==> src/rtl/spi_fifo_pkg.sv <==
// spi_fifo_pkg: shared constants and helpers for the spi_fifo_flex buffer.
//   clog2      - ceiling log2 as a constant function (clog2(1) = 0)
//   cnt_width  - width of an occupancy count able to hold 0..depth
//   ptr_width  - width of a pointer into a memory of 'depth' entries (min 1)
//   reg_out_mode_e - encoding of the REG_OUT parameter
package spi_fifo_pkg;

  typedef enum logic {
    REG_OUT_COMB = 1'b0,  // data_o read straight from memory
    REG_OUT_REG  = 1'b1   // data_o driven from a one-entry output register
  } reg_out_mode_e;

  function automatic int clog2(input int value);
    int result;
    int v;
    result = 0;
    v      = value - 1;
    while (v > 0) begin
      result = result + 1;
      v      = v >> 1;
    end
    return result;
  endfunction

  function automatic int cnt_width(input int depth);
    return clog2(depth + 1);
  endfunction

  function automatic int ptr_width(input int depth);
    return (depth > 1) ? clog2(depth) : 1;
  endfunction

endpackage

==> src/rtl/spi_fifo_out_reg.sv <==
// spi_fifo_out_reg: one-entry holding stage placed between FIFO memory and
// data_o so that the consumer sees a flop output rather than a memory read.
//   clk_i, rst_ni  - clock, async active-low reset
//   clr_i          - synchronous flush (empties the stage)
//   valid_i/data_i/ready_o - upstream side (from memory)
//   valid_o/data_o/ready_i - downstream side (to consumer)
// A word is taken from upstream whenever the stage is empty or is being
// emptied in the same cycle, so back-to-back transfers run at 1 word/cycle.
module spi_fifo_out_reg
  import spi_fifo_pkg::*;
#(
  parameter int DATA_WIDTH = 32
) (
  input  logic                  clk_i,
  input  logic                  rst_ni,
  input  logic                  clr_i,
  input  logic                  valid_i,
  input  logic [DATA_WIDTH-1:0] data_i,
  output logic                  ready_o,
  output logic                  valid_o,
  output logic [DATA_WIDTH-1:0] data_o,
  input  logic                  ready_i
);

  logic load;

  assign ready_o = !valid_o || ready_i;
  assign load    = valid_i && ready_o;

  always_ff @(posedge clk_i or negedge rst_ni) begin
    if (!rst_ni) begin
      valid_o <= 1'b0;
      data_o  <= '0;
    end else if (clr_i) begin
      valid_o <= 1'b0;
    end else if (load) begin
      valid_o <= 1'b1;
      data_o  <= data_i;
    end else if (ready_i) begin
      // popped with nothing available to refill
      valid_o <= 1'b0;
    end
  end

endmodule

==> src/rtl/spi_fifo_flex.sv <==
// spi_fifo_flex: single-clock valid/ready FIFO of any depth >= 2 (power of
// two not required), with runtime almost-full/almost-empty thresholds and an
// optional registered output stage.
// Parameters: DATA_WIDTH, BUFFER_DEPTH, REG_OUT (0 = comb read, 1 = output
//   register that is one of the BUFFER_DEPTH slots); CNT_W derived.
// Ports:
//   clk_i, rst_ni            - clock, async active-low reset
//   clr_i                    - synchronous flush (pointers, count, out reg, overflow)
//   valid_i, data_i, ready_o - write side
//   valid_o, data_o, ready_i - read side
//   elements_o               - words held (memory + output register)
//   af_thr_i, ae_thr_i       - thresholds for almost_full_o / almost_empty_o
//   overflow_o               - sticky: write offered while full
// Build option: define SPI_FIFO_OVF_EN to build the overflow detector; when
// undefined overflow_o is tied low.
//
// Handshake: a write transfers on a cycle where valid_i && ready_o, a read
// transfers on a cycle where valid_o && ready_i. ready_o and valid_o come from
// registered state only and never depend combinationally on valid_i/ready_i.
// A flush (clr_i) wins over any transfer offered in the same cycle.
module spi_fifo_flex
  import spi_fifo_pkg::*;
#(
  parameter int  DATA_WIDTH   = 32,
  parameter int  BUFFER_DEPTH = 4,
  parameter int  REG_OUT      = 0,
  localparam int CNT_W        = cnt_width(BUFFER_DEPTH)
) (
  input  logic                  clk_i,
  input  logic                  rst_ni,
  input  logic                  clr_i,
  input  logic                  valid_i,
  input  logic [DATA_WIDTH-1:0] data_i,
  output logic                  ready_o,
  output logic                  valid_o,
  output logic [DATA_WIDTH-1:0] data_o,
  input  logic                  ready_i,
  output logic [CNT_W-1:0]      elements_o,
  input  logic [CNT_W-1:0]      af_thr_i,
  input  logic [CNT_W-1:0]      ae_thr_i,
  output logic                  almost_full_o,
  output logic                  almost_empty_o,
  output logic                  overflow_o
);

  localparam bit USE_REG   = (REG_OUT == int'(REG_OUT_REG));
  // With the output register fitted, it holds one of the slots.
  localparam int MEM_DEPTH = USE_REG ? BUFFER_DEPTH - 1 : BUFFER_DEPTH;
  localparam int PTR_W     = ptr_width(MEM_DEPTH);

  localparam logic [CNT_W-1:0] FULL_CNT = CNT_W'(BUFFER_DEPTH);
  localparam logic [PTR_W-1:0] PTR_LAST = PTR_W'(MEM_DEPTH - 1);

  logic [DATA_WIDTH-1:0] mem_q [MEM_DEPTH];
  logic [PTR_W-1:0]      wr_ptr_q;
  logic [PTR_W-1:0]      rd_ptr_q;
  logic [CNT_W-1:0]      count_q;
  logic                  push;
  logic                  pop;
  logic                  mem_wr;
  logic                  mem_rd;
  logic [DATA_WIDTH-1:0] mem_rdata;

  // Explicit compare-and-reset keeps non-power-of-two depths correct.
  function automatic logic [PTR_W-1:0] next_ptr(input logic [PTR_W-1:0] p);
    return (p == PTR_LAST) ? '0 : p + 1'b1;
  endfunction

  assign ready_o    = (count_q != FULL_CNT);
  assign push       = valid_i && ready_o;
  assign pop        = valid_o && ready_i;
  assign mem_wr     = push && !clr_i;
  assign mem_rdata  = mem_q[rd_ptr_q];
  assign elements_o = count_q;

  // af_thr_i = 0 and ae_thr_i >= BUFFER_DEPTH saturate naturally here.
  assign almost_full_o  = (count_q >= af_thr_i);
  assign almost_empty_o = (count_q <= ae_thr_i);

  generate
    if (USE_REG) begin : g_reg_out
      logic [CNT_W-1:0] mem_cnt;
      logic             mem_valid;
      logic             or_ready;

      // Memory occupancy is the total minus the word parked in the register.
      assign mem_cnt   = count_q - CNT_W'(valid_o);
      assign mem_valid = (mem_cnt != '0);
      assign mem_rd    = mem_valid && or_ready && !clr_i;

      spi_fifo_out_reg #(
        .DATA_WIDTH(DATA_WIDTH)
      ) u_out_reg (
        .clk_i  (clk_i),
        .rst_ni (rst_ni),
        .clr_i  (clr_i),
        .valid_i(mem_valid),
        .data_i (mem_rdata),
        .ready_o(or_ready),
        .valid_o(valid_o),
        .data_o (data_o),
        .ready_i(ready_i)
      );
    end else begin : g_comb_out
      assign valid_o = (count_q != '0);
      assign data_o  = mem_rdata;
      assign mem_rd  = pop && !clr_i;
    end
  endgenerate

  always_ff @(posedge clk_i or negedge rst_ni) begin
    if (!rst_ni) begin
      wr_ptr_q <= '0;
      rd_ptr_q <= '0;
      count_q  <= '0;
      for (int i = 0; i < MEM_DEPTH; i++) begin
        mem_q[i] <= '0;
      end
    end else if (clr_i) begin
      // memory contents are left as they are
      wr_ptr_q <= '0;
      rd_ptr_q <= '0;
      count_q  <= '0;
    end else begin
      if (mem_wr) begin
        mem_q[wr_ptr_q] <= data_i;
        wr_ptr_q        <= next_ptr(wr_ptr_q);
      end
      if (mem_rd) begin
        rd_ptr_q <= next_ptr(rd_ptr_q);
      end
      if (push && !pop) begin
        count_q <= count_q + 1'b1;
      end else if (pop && !push) begin
        count_q <= count_q - 1'b1;
      end
    end
  end

`ifdef SPI_FIFO_OVF_EN
  logic ovf_q;

  // clr_i takes priority over a same-cycle overflow event.
  always_ff @(posedge clk_i or negedge rst_ni) begin
    if (!rst_ni) begin
      ovf_q <= 1'b0;
    end else if (clr_i) begin
      ovf_q <= 1'b0;
    end else if (valid_i && !ready_o) begin
      ovf_q <= 1'b1;
    end
  end

  assign overflow_o = ovf_q;
`else
  assign overflow_o = 1'b0;
`endif

endmodule
==> config.mk <==
export PLATFORM = sky130hd
export DESIGN_NAME = spi_fifo_flex
export DESIGN_NICKNAME = d
export VERILOG_FILES = /design/src/rtl/spi_fifo_pkg.sv /design/src/rtl/spi_fifo_out_reg.sv /design/src/rtl/spi_fifo_flex.sv
export SDC_FILE = /design/constraint.sdc
export NUM_CORES = 1
export LEC_CHECK = 0
export BUFFER_PORTS_ARGS = -buffer_cell sky130_fd_sc_hd__buf_2
export CAP_MARGIN = 20
export CORE_ASPECT_RATIO = 1.4
export CORE_MARGIN = 4
export CORE_UTILIZATION = 31
export CTS_BUF_LIST = sky130_fd_sc_hd__clkbuf_2 sky130_fd_sc_hd__clkbuf_4 sky130_fd_sc_hd__clkbuf_8
export DETAILED_ROUTE_END_ITERATION = 6
export SETUP_SLACK_MARGIN = 0.4
export SKIP_CTS_REPAIR_TIMING = 1
export SYNTH_ARGS = -nofsm -noshare
export SYNTH_HDL_FRONTEND = slang
export SYNTH_SLANG_ARGS = --single-unit
==> constraint.sdc <==
create_clock -name clk_i -period 3.6 [get_ports clk_i]
set_input_delay 0 -clock clk_i [delete_from_list [all_inputs] [get_ports clk_i]]
set_output_delay 0 -clock clk_i [all_outputs]
set_load 0.02 [all_outputs]
==> impl_metrics.json, run 1 <==
{
  "final_area_mm2": 0.00774,
  "synth_top_cell_area_share": 0.532,
  "r2r.worst_path.cells": 4,
  "die_w_um": 129,
  "syn_area_mm2": 0.00635,
  "slew_violations": 0,
  "drc": 0,
  "vias_per_cell": 4.81,
  "cts.root.buffer_cell": "clkbuf_8",
  "clock.fmax_ghz": 0.400,
  "synth_area_leaders": "dfrtp_1 (53%), mux2_2 (18%), mux4_2 (11%)",
  "grt_pass1_vias": 4157,
  "final_core_utilization": 0.387,
  "clk_latency_ns": 0.43,
  "num_io_pins": 83,
  "chipHeight_um": 177,
  "synth_edf_count": 0,
  "ant_nets": 0,
  "finalCritPeriodShare": 0.694,
  "worstPathRequired_ns": 3.60,
  "hold_path_class": "input pin to async pin",
  "tns_ns": 0,
  "total_leakage_power_nw": 3.54,
  "slowest_stage": "dfrtp_2",
  "crit_fanout": 22,
  "finalWirelength_um": 13400,
  "avgRoutedWirePerCell_um": 17.4,
  "port_buffers": 81,
  "dp_hpwl_um": 8620,
  "arrival_ns": 2.50,
  "place_ws_ns": 1.19,
  "path_cells": "buf_4 -> mux4_2 -> buf_2",
  "async_flop_share": 1.00,
  "num_vias": 3701,
  "clock-sinks": 135,
  "cts_buffers": 17,
  "rsz0062_at_grt": "no",
  "fin_crit_ns": 2.50,
  "grt-ovfl-total": 0,
  "r2r_end": "mem_q[14]",
  "clk_path_buf_depth": 2,
  "status": "completed",
  "postSynthAreaPerCell_um2": 16.3,
  "start_kind": "flop",
  "gp_congestion": 0.716,
  "cts_max_level": 4,
  "finalSetupViolCount": 0,
  "grt_max_degree": 103,
  "fill_cells": 1904,
  "initial_core_util": 0.317,
  "place_area_mm2": 0.00697,
  "worstMarginPinSlew_ns": 1.02,
  "dieArea_mm2": 0.0229,
  "core.rowCount": 61,
  "antenna_found_initial": 0,
  "area_growth_syn_to_layout_pct": 22.0,
  "seq_area_mm2": 0.00338,
  "grt_pass1_wl_um": 22000,
  "slowest_delay_ns": 0.86,
  "end_kind": "primary output",
  "r2r_slack_ns": 1.23,
  "insertedDiodeCount": 0,
  "seq_area_frac_synth": 0.532,
  "drt_iter0_markers": 139,
  "core_mm2": 0.0200,
  "finish.net_count": 560,
  "synthCells": 389,
  "critPathKind": "flop to primary output",
  "drive_above_1_share": 0.558,
  "cap_violations": 0,
  "track_usage": 0.125,
  "cts.clk_slew.worst_paths_ns": 0.08,
  "final_common_cell": "dfrtp_1",
  "r2r_start": "elements_o[2]",
  "finClkSkew_ns": 0.00933,
  "slew_headroom": 0.317,
  "multi_input_area_mm2": 0.00275,
  "synth_fp_nets": 444,
  "ys.warnings.count": 0,
  "layout_common_cells": "dfrtp_1 (133), mux2_2 (100), buf_2 (80)",
  "tritoncts": "yes",
  "worst_slack_ns": 1.10,
  "synth_seq_cells": 135,
  "dr.pass1.iters": 4,
  "hold_violations": 0,
  "peakVddDrop_v": 0.000305,
  "synth_cell_types": 37,
  "synthFlopType": "dfrtp_1",
  "power_density_mw_per_mm2": 773,
  "yosys.area.top_type": "dfrtp_1"
}
[state kept, by name, summed over array words and instances, names as in the netlist]
name	count
mem_q	128
elements_o	3
rd_ptr_q	2
wr_ptr_q	2
[worst max-delay path: cells and delay by family, from the launching register on]
| family | cells | cell delay (ns) |
|---|---|---|
| multiplexers | 1 | 0.58 |
| buffers and inverters | 2 | 0.62 |
| flip-flops | 1 | 0.86 |
[worst max path at each step]
stage                  start            end  slack [ns]  cells past startpoint
6_report         rd_ptr_q[0]     data_o[28]        1.10                      3
5_1_grt          rd_ptr_q[0]     data_o[25]        0.91                      3
3_3_place_gp   elements_o[2]      mem_q[51]        1.17                      4
3_5_place_dp   elements_o[2]       mem_q[8]        1.19                      4
2_1_floorplan  elements_o[2]  elements_o[2]        1.75                      5
4_1_cts          rd_ptr_q[0]     data_o[25]        0.98                      3
[power breakdown]
group	total (mW)	switching (mW)	internal (mW)	leakage (nW)
clock network	1.29	0.638	0.652	0.199
registers	2.52	0.392	2.12	1.70
logic	2.18	0.949	1.23	1.65
[through the flow]
step           power, mW  hold slack (ns)  std cells
3_3_place_gp        4.62            0.164        700
6_report            5.98            0.237        770
2_1_floorplan       4.09           -0.296        389
5_1_grt             6.37            0.312        770
4_1_cts             6.06           -0.312        734
3_5_place_dp        4.74            0.185        702
[logic make-up after synthesis]
| logic type | Yosys count | synth area share |
|---|---|---|
| compound gates | 16 | 0.0164 |
| buf+inv | 35 | 0.0365 |
| flops | 135 | 0.532 |
| mux | 164 | 0.365 |
| fa+ha+maj | 12 | 0.0248 |
| simple gates | 26 | 0.0243 |
| other cells | 1 | 0.000591 |
[cell usage after synthesis (2+ instances only)]
master      n
a21oi_1     3
o21ai_0     5
buf_2       4
nand2_1     2
mux4_2     32
mux2_4     30
mux2_2    100
ha_1       11
mux2i_1     2
clkbuf_1    5
buf_12      3
dfrtp_1   135
o21a_1      2
nor2b_1     2
nand3_1     5
buf_4      10
inv_1      10
nor2_1      8
a21o_1      2
[routing by layer]
metal	track usage	part of all wire	wire length, um
met3	0.0283	0.036	486
met2	0.216	0.53	7040
met5	0	0	0
met1	0.151	0.42	5630
met4	0.0499	0.018	246
[cell type report]
cell class                      count  area share
Multi-Input combinational cell    219       0.355
Sequential cell                   135       0.437
Timing Repair Buffer              121       0.109
Inverter                           11     0.00533
Tap cell                          252      0.0407
Clock buffer                       18      0.0320
Clock inverter                     14      0.0212
Note: power is estimated with default switching activity, not from simulation.
==> run 2: changes to the inputs <==
==> constraint.sdc (replaced) <==
create_clock -name clk_i -period 2.4 [get_ports clk_i]
set_input_delay 0 -clock clk_i [delete_from_list [all_inputs] [get_ports clk_i]]
set_output_delay 0 -clock clk_i [all_outputs]
set_load 0.02 [all_outputs]
==> run 2 against run 1 <==
Compared with the run above:
- non-clock buffer count is 10 higher
- sequential share of layout area is 0.83 points lower
- core utilization is 0.83 points higher
- highest routed layer unchanged
==> impl_metrics.json, run 2 (same netlist as run 1, synthesis figures left out) <==
{
  "status": "completed",
  "slew_violations": 0,
  "num_vias": 3764,
  "power_density_mw_per_mm2": 1140,
  "die_w_um": 129,
  "grt-ovfl-total": 0,
  "core_mm2": 0.0200,
  "max_flop_register": "mem_q",
  "grt_max_degree": 84,
  "layout_common_cells": "dfrtp_1 (130), mux2_2 (100), buf_2 (79)",
  "clock.fmax_ghz": 0.520,
  "whs_ns": 0.0249,
  "finClkSkew_ns": 0.0108,
  "area_growth_syn_to_layout_pct": 24.6,
  "cts_buffers": 17,
  "core.rowCount": 61,
  "cts.root.buffer_cell": "clkbuf_8",
  "track_usage": 0.124,
  "cts.clk_slew.worst_paths_ns": 0.09,
  "total_leakage_power_nw": 3.62,
  "peakVddDrop_v": 0.000329,
  "gp_congestion": 0.745,
  "final_common_cell": "dfrtp_1",
  "grt_pass1_vias": 4084,
  "largest_reg_flops": 128,
  "grt_pass1_wl_um": 21800,
  "final_core_utilization": 0.395,
  "finalCritPeriodShare": 0.802,
  "port_buffers": 81,
  "initial_core_util": 0.317,
  "cts_max_level": 4,
  "chipHeight_um": 177,
  "dr.pass1.iters": 4,
  "num_io_pins": 83,
  "crit_fanout": 8,
  "worstMarginPinSlew_ns": 0.790,
  "rsz0062_at_grt": "yes",
  "finalSetupViolCount": 0,
  "finish.net_count": 570,
  "clock-sinks": 135,
  "tns_ns": 0,
  "clk_path_buf_depth": 2,
  "hold_violations": 0,
  "arrival_ns": 1.92,
  "tritoncts": "yes",
  "start_kind": "flop",
  "critPathKind": "flop to primary output",
  "ant_nets": 0,
  "worstPathRequired_ns": 2.40,
  "hold_path_class": "input pin to flop",
  "clk_latency_ns": 0.44,
  "place_area_mm2": 0.00706,
  "antenna_found_initial": 0,
  "final_area_mm2": 0.00791,
  "slew_headroom": 0.473,
  "place_ws_ns": 0.454,
  "dp_hpwl_um": 8570,
  "insertedDiodeCount": 0,
  "finalWirelength_um": 13400,
  "drt_iter0_markers": 145,
  "fin_crit_ns": 1.92,
  "drive_above_1_share": 0.583,
  "end_kind": "primary output",
  "vias_per_cell": 4.83,
  "worst_slack_ns": 0.476,
  "avgRoutedWirePerCell_um": 17.2,
  "dieArea_mm2": 0.0229,
  "cap_violations": 0,
  "drc": 0
}
run 2: changes by cell type in the layout (fill, tap and decap cells not counted), sizes merged, moves of 2 or more:
cell and change:
buf +10, inv +3, clkbuf +2, clkinvlp -2
run 2: per-layer routing:
| layer | global-route usage | vias up | wire, um |
|---|---|---|---|
| met5 | 0 | - | 0 |
| li1 | - | 1700 | - |
| met2 | 0.213 | 80 | 7140 |
| met4 | 0.0447 | 0 | 206 |
| met3 | 0.0313 | 15 | 489 |
| met1 | 0.149 | 1969 | 5550 |
run 2: path summary, 6_finish.rpt:
check / from / endpoint / slack [ns] / cells past startpoint
worst max-delay path: rd_ptr_q[0] / data_o[13] / 0.48 / 3
worst min-delay path: ready_i / elements_o[2] / 0.02 / 3
worst max register to register: elements_o[2] / mem_q[109] / 0.52 / 5
worst min register to register: mem_q[56] / mem_q[56] / 0.50 / 1
max in group asynchronous: rst_ni / mem_q[5] / 1.41 / 3
min in group asynchronous: rst_ni / mem_q[42] / 0.17 / 2
run 2: final cells by class:
cell class,instances,area (um2)
clock buffer,19,255
clock inverter,13,133
fill,1924,12100
inverter,11,43.8
multi-input combinational,219,2780
sequential,135,3390
tap,252,315
timing repair buffer,131,995
run 2: through the flow:
stage | total power [mW] | cells
2_1_floorplan | 6.13 | 389
3_3_place_gp | 6.98 | 707
3_5_place_dp | 7.13 | 707
4_1_cts | 9.03 | 739
5_1_grt | 9.65 | 780
6_report | 9.04 | 780
run 2: worst max-delay path, stage by stage, from the launching register on:
cell     delay [ns]
dfrtp_4        0.56
buf_4          0.23
mux4_2         0.51
buf_2          0.17
run 2: report_power, final:
part | switching [mW] | internal (mW)
logic | 1.52 | 1.97
registers | 0.512 | 3.20
clock network | 0.959 | 0.892
total | 2.99 | 6.06
==> run 3: changes to the inputs <==
--- a/config.mk
+++ b/config.mk
@@ -5,6 +5,7 @@
 export SDC_FILE = /design/constraint.sdc
 export NUM_CORES = 1
 export LEC_CHECK = 0
+export ABC_AREA = 1
 export BUFFER_PORTS_ARGS = -buffer_cell sky130_fd_sc_hd__buf_2
 export CAP_MARGIN = 20
 export CORE_ASPECT_RATIO = 1.4
==> constraint.sdc (replaced) <==
create_clock -name clk_i -period 2 [get_ports clk_i]
set_input_delay 0 -clock clk_i [delete_from_list [all_inputs] [get_ports clk_i]]
set_output_delay 0 -clock clk_i [all_outputs]
set_load 0.02 [all_outputs]
==> run 3 against run 2 <==
Compared with the run above:
- the flow now finishes with violations (negative hold slack)
- critical path depth rose by 2
- critical endpoint is now data_o[27]
- via count rose by 44%
- power rose by 49%
- wire length rose by 41%
- synthesized cell count rose by 82%
- area after synthesis rose by 1.2%
==> impl_metrics.json, run 3 <==
{
  "drt_iter0_markers": 329,
  "slew_violations": 0,
  "finalCritPeriodShare": 0.852,
  "synth_seq_cells": 135,
  "synth_fp_nets": 762,
  "cts.clk_slew.worst_paths_ns": 0.08,
  "critPathKind": "flop to primary output",
  "crit_fanout": 8,
  "synth_cell_types": 26,
  "cts_buffers": 17,
  "r2r_end": "elements_o[2]",
  "whs_ns": -0.0284,
  "finClkSkew_ns": 0.0133,
  "ant_nets": 0,
  "cts_max_level": 4,
  "power.clock.fraction": 0.195,
  "area_growth_syn_to_layout_pct": 37.0,
  "grt_pass1_vias": 4928,
  "core.rowCount": 62,
  "ys.warnings.count": 0,
  "power_mw": 13.5,
  "hold_path_class": "input pin to flop",
  "track_usage": 0.139,
  "cts.root.buffer_cell": "clkbuf_8",
  "pwr-share-seq": 0.341,
  "seq_area_frac_synth": 0.526,
  "peakVddDrop_v": 0.000446,
  "finalSetupViolCount": 0,
  "grt_max_degree": 67,
  "finish.net_count": 900,
  "power_density_mw_per_mm2": 1540,
  "clk_path_buf_depth": 2,
  "core_mm2": 0.0205,
  "largest_reg_flops": 128,
  "synth_edf_count": 0,
  "syn_area_mm2": 0.00642,
  "avgRoutedWirePerCell_um": 17.0,
  "final_area_mm2": 0.00880,
  "antenna_found_initial": 0,
  "dieArea_mm2": 0.0231,
  "fin_crit_ns": 1.70,
  "rsz0062_at_grt": "yes",
  "num_vias": 5437,
  "die_w_um": 130,
  "synth_area_leaders": "dfrtp_1 (53%), nand2_1 (8.7%), o21ai_2 (6.4%)",
  "vias_per_cell": 4.88,
  "synth_most_common_cell": "nand2_1",
  "status": "finished with violations",
  "gp_congestion": 0.778,
  "postSynthAreaPerCell_um2": 9.09,
  "grt_pass1_wl_um": 25400,
  "hold_violations": 2,
  "dr.pass1.iters": 5,
  "finalWirelength_um": 18900,
  "tritoncts": "yes",
  "initial_core_util": 0.314,
  "num_io_pins": 83,
  "clk_latency_ns": 0.44,
  "violations": "negative hold slack",
  "combinationalPowerShare": 0.464,
  "slew_headroom": 0.646,
  "clock.fmax_ghz": 0.587,
  "p_int_mw": 8.28,
  "total_leakage_power_nw": 4.24,
  "max_flop_register": "mem_q",
  "chipHeight_um": 178,
  "start_kind": "flop",
  "async_flop_share": 1.00,
  "cap_violations": 0,
  "drive_above_1_share": 0.314,
  "insertedDiodeCount": 0,
  "dp_hpwl_um": 9810,
  "synth_top_cell_area_share": 0.526,
  "synthTopCellsByCount": "nand2_1 (149), dfrtp_1 (135), o21ai_1 (81)",
  "worstPathRequired_ns": 2.00,
  "layout_common_cells": "nand2_1 (146), dfrtp_1 (130), o21ai_1 (123)",
  "yosys.area.top_type": "dfrtp_1",
  "end_kind": "primary output",
  "r2r_start": "elements_o[1]",
  "r2r.worst_path.cells": 10,
  "final_common_cell": "nand2_1",
  "drc": 0,
  "r2r_slack_ns": 0.30,
  "arrival_ns": 1.70,
  "place_area_mm2": 0.00708,
  "power.switching_mw": 5.23,
  "clock-sinks": 135,
  "worstSetupEndpoint": "data_o[27]",
  "switching_share": 0.387,
  "worstMarginPinSlew_ns": 0.532,
  "grt-ovfl-total": 0,
  "port_buffers": 81,
  "synthCells": 707,
  "synthFlopType": "dfrtp_1",
  "startpoint": "rd_ptr_q[0]"
}
==> run 3: changes by cell type after synthesis, sizes merged, moves of 6 or more <==
cell | previous run | this run
o21ai | 5 | 197
nand2 | 2 | 154
mux2 | 130 | 0
nor2 | 8 | 68
inv | 11 | 48
mux4 | 32 | 0
o22ai | 0 | 32
buf | 18 | 33
clkbuf | 6 | 12
==> run 3: cell families (layout without fill, tap and decap cells) <==
| family | count (synthesis) | in the layout | share of synthesized area |
|---|---|---|---|
| and+or+nand+nor | 232 | 232 | 0.146 |
| buffers and inverters | 93 | 244 | 0.0855 |
| xor gates and xnor gates | 1 | 1 | 0.00136 |
| DFF | 135 | 135 | 0.526 |
| other | 1 | 1 | 0.000584 |
| adders and majority gates | 12 | 12 | 0.0245 |
| AOI/OAI and AO/OA | 233 | 233 | 0.216 |
==> run 3: worst min path at each step <==
stage / from / endpoint / slack [ns] / depth (start not counted)
final: valid_i / elements_o[2] / -0.03 / 5
after global routing: valid_i / elements_o[2] / -0.04 / 5
after CTS: rst_ni / mem_q[9] / -0.49 / 1
after detailed placement: rst_ni / mem_q[9] / 0.004 / 1
after global placement: rst_ni / mem_q[9] / -0.003 / 1
after floorplan: rst_ni / elements_o[0] / -0.30 / 0
==> run 3: cell type report <==
class	count	area (um2)
flip-flops and latches	135	3380
well taps	256	320
repair inverters	1	16.3
multi-input cells	479	2740
inverters	48	219
clock inverters	12	199
repair buffers	163	1650
fillers	2042	11700
clock buffers	20	269
==> run 3: metal layers <==
metal	track usage	routed length [um]
met1	0.173	7830
met3	0.0264	618
met5	0	0
met4	0.0481	478
met2	0.239	9970
==> run 3: worst max-delay path: stages, from the launching register on <==
cell       delay (ns)
dfrtp_2          0.41
buf_4            0.20
clkbuf_16        0.20
o21ai_1          0.08
o22ai_1          0.20
buf_4            0.17
==> run 3: metrics by stage <==
stage | hold slack (ns) | util | setup slack, ns | cells | TNS, ns
finish | -0.0284 | 0.430 | 0.297 | 1114 | 0
global route | -0.0361 | 0.430 | 0.200 | 1114 | 0
CTS | -0.487 | 0.368 | -0.0122 | 1048 | -0.0122
detailed placement | 0.00440 | 0.346 | 0.314 | 1016 | 0
global placement | -0.00253 | 0.346 | 0.323 | 1016 | 0
floorplan | -0.296 | - | 0.288 | 707 | 0
==> run 3: power by group through the flow <==
stage          Sequential [mW]  Combinational [mW]  Clock, mW
6_report                  4.60                6.27       2.64
2_1_floorplan             4.44                3.39          0
5_1_grt                   4.75                6.88       2.83
3_5_place_dp              4.55                4.74          0
3_3_place_gp              4.52                4.67          0
4_1_cts                   4.50                4.76       2.70
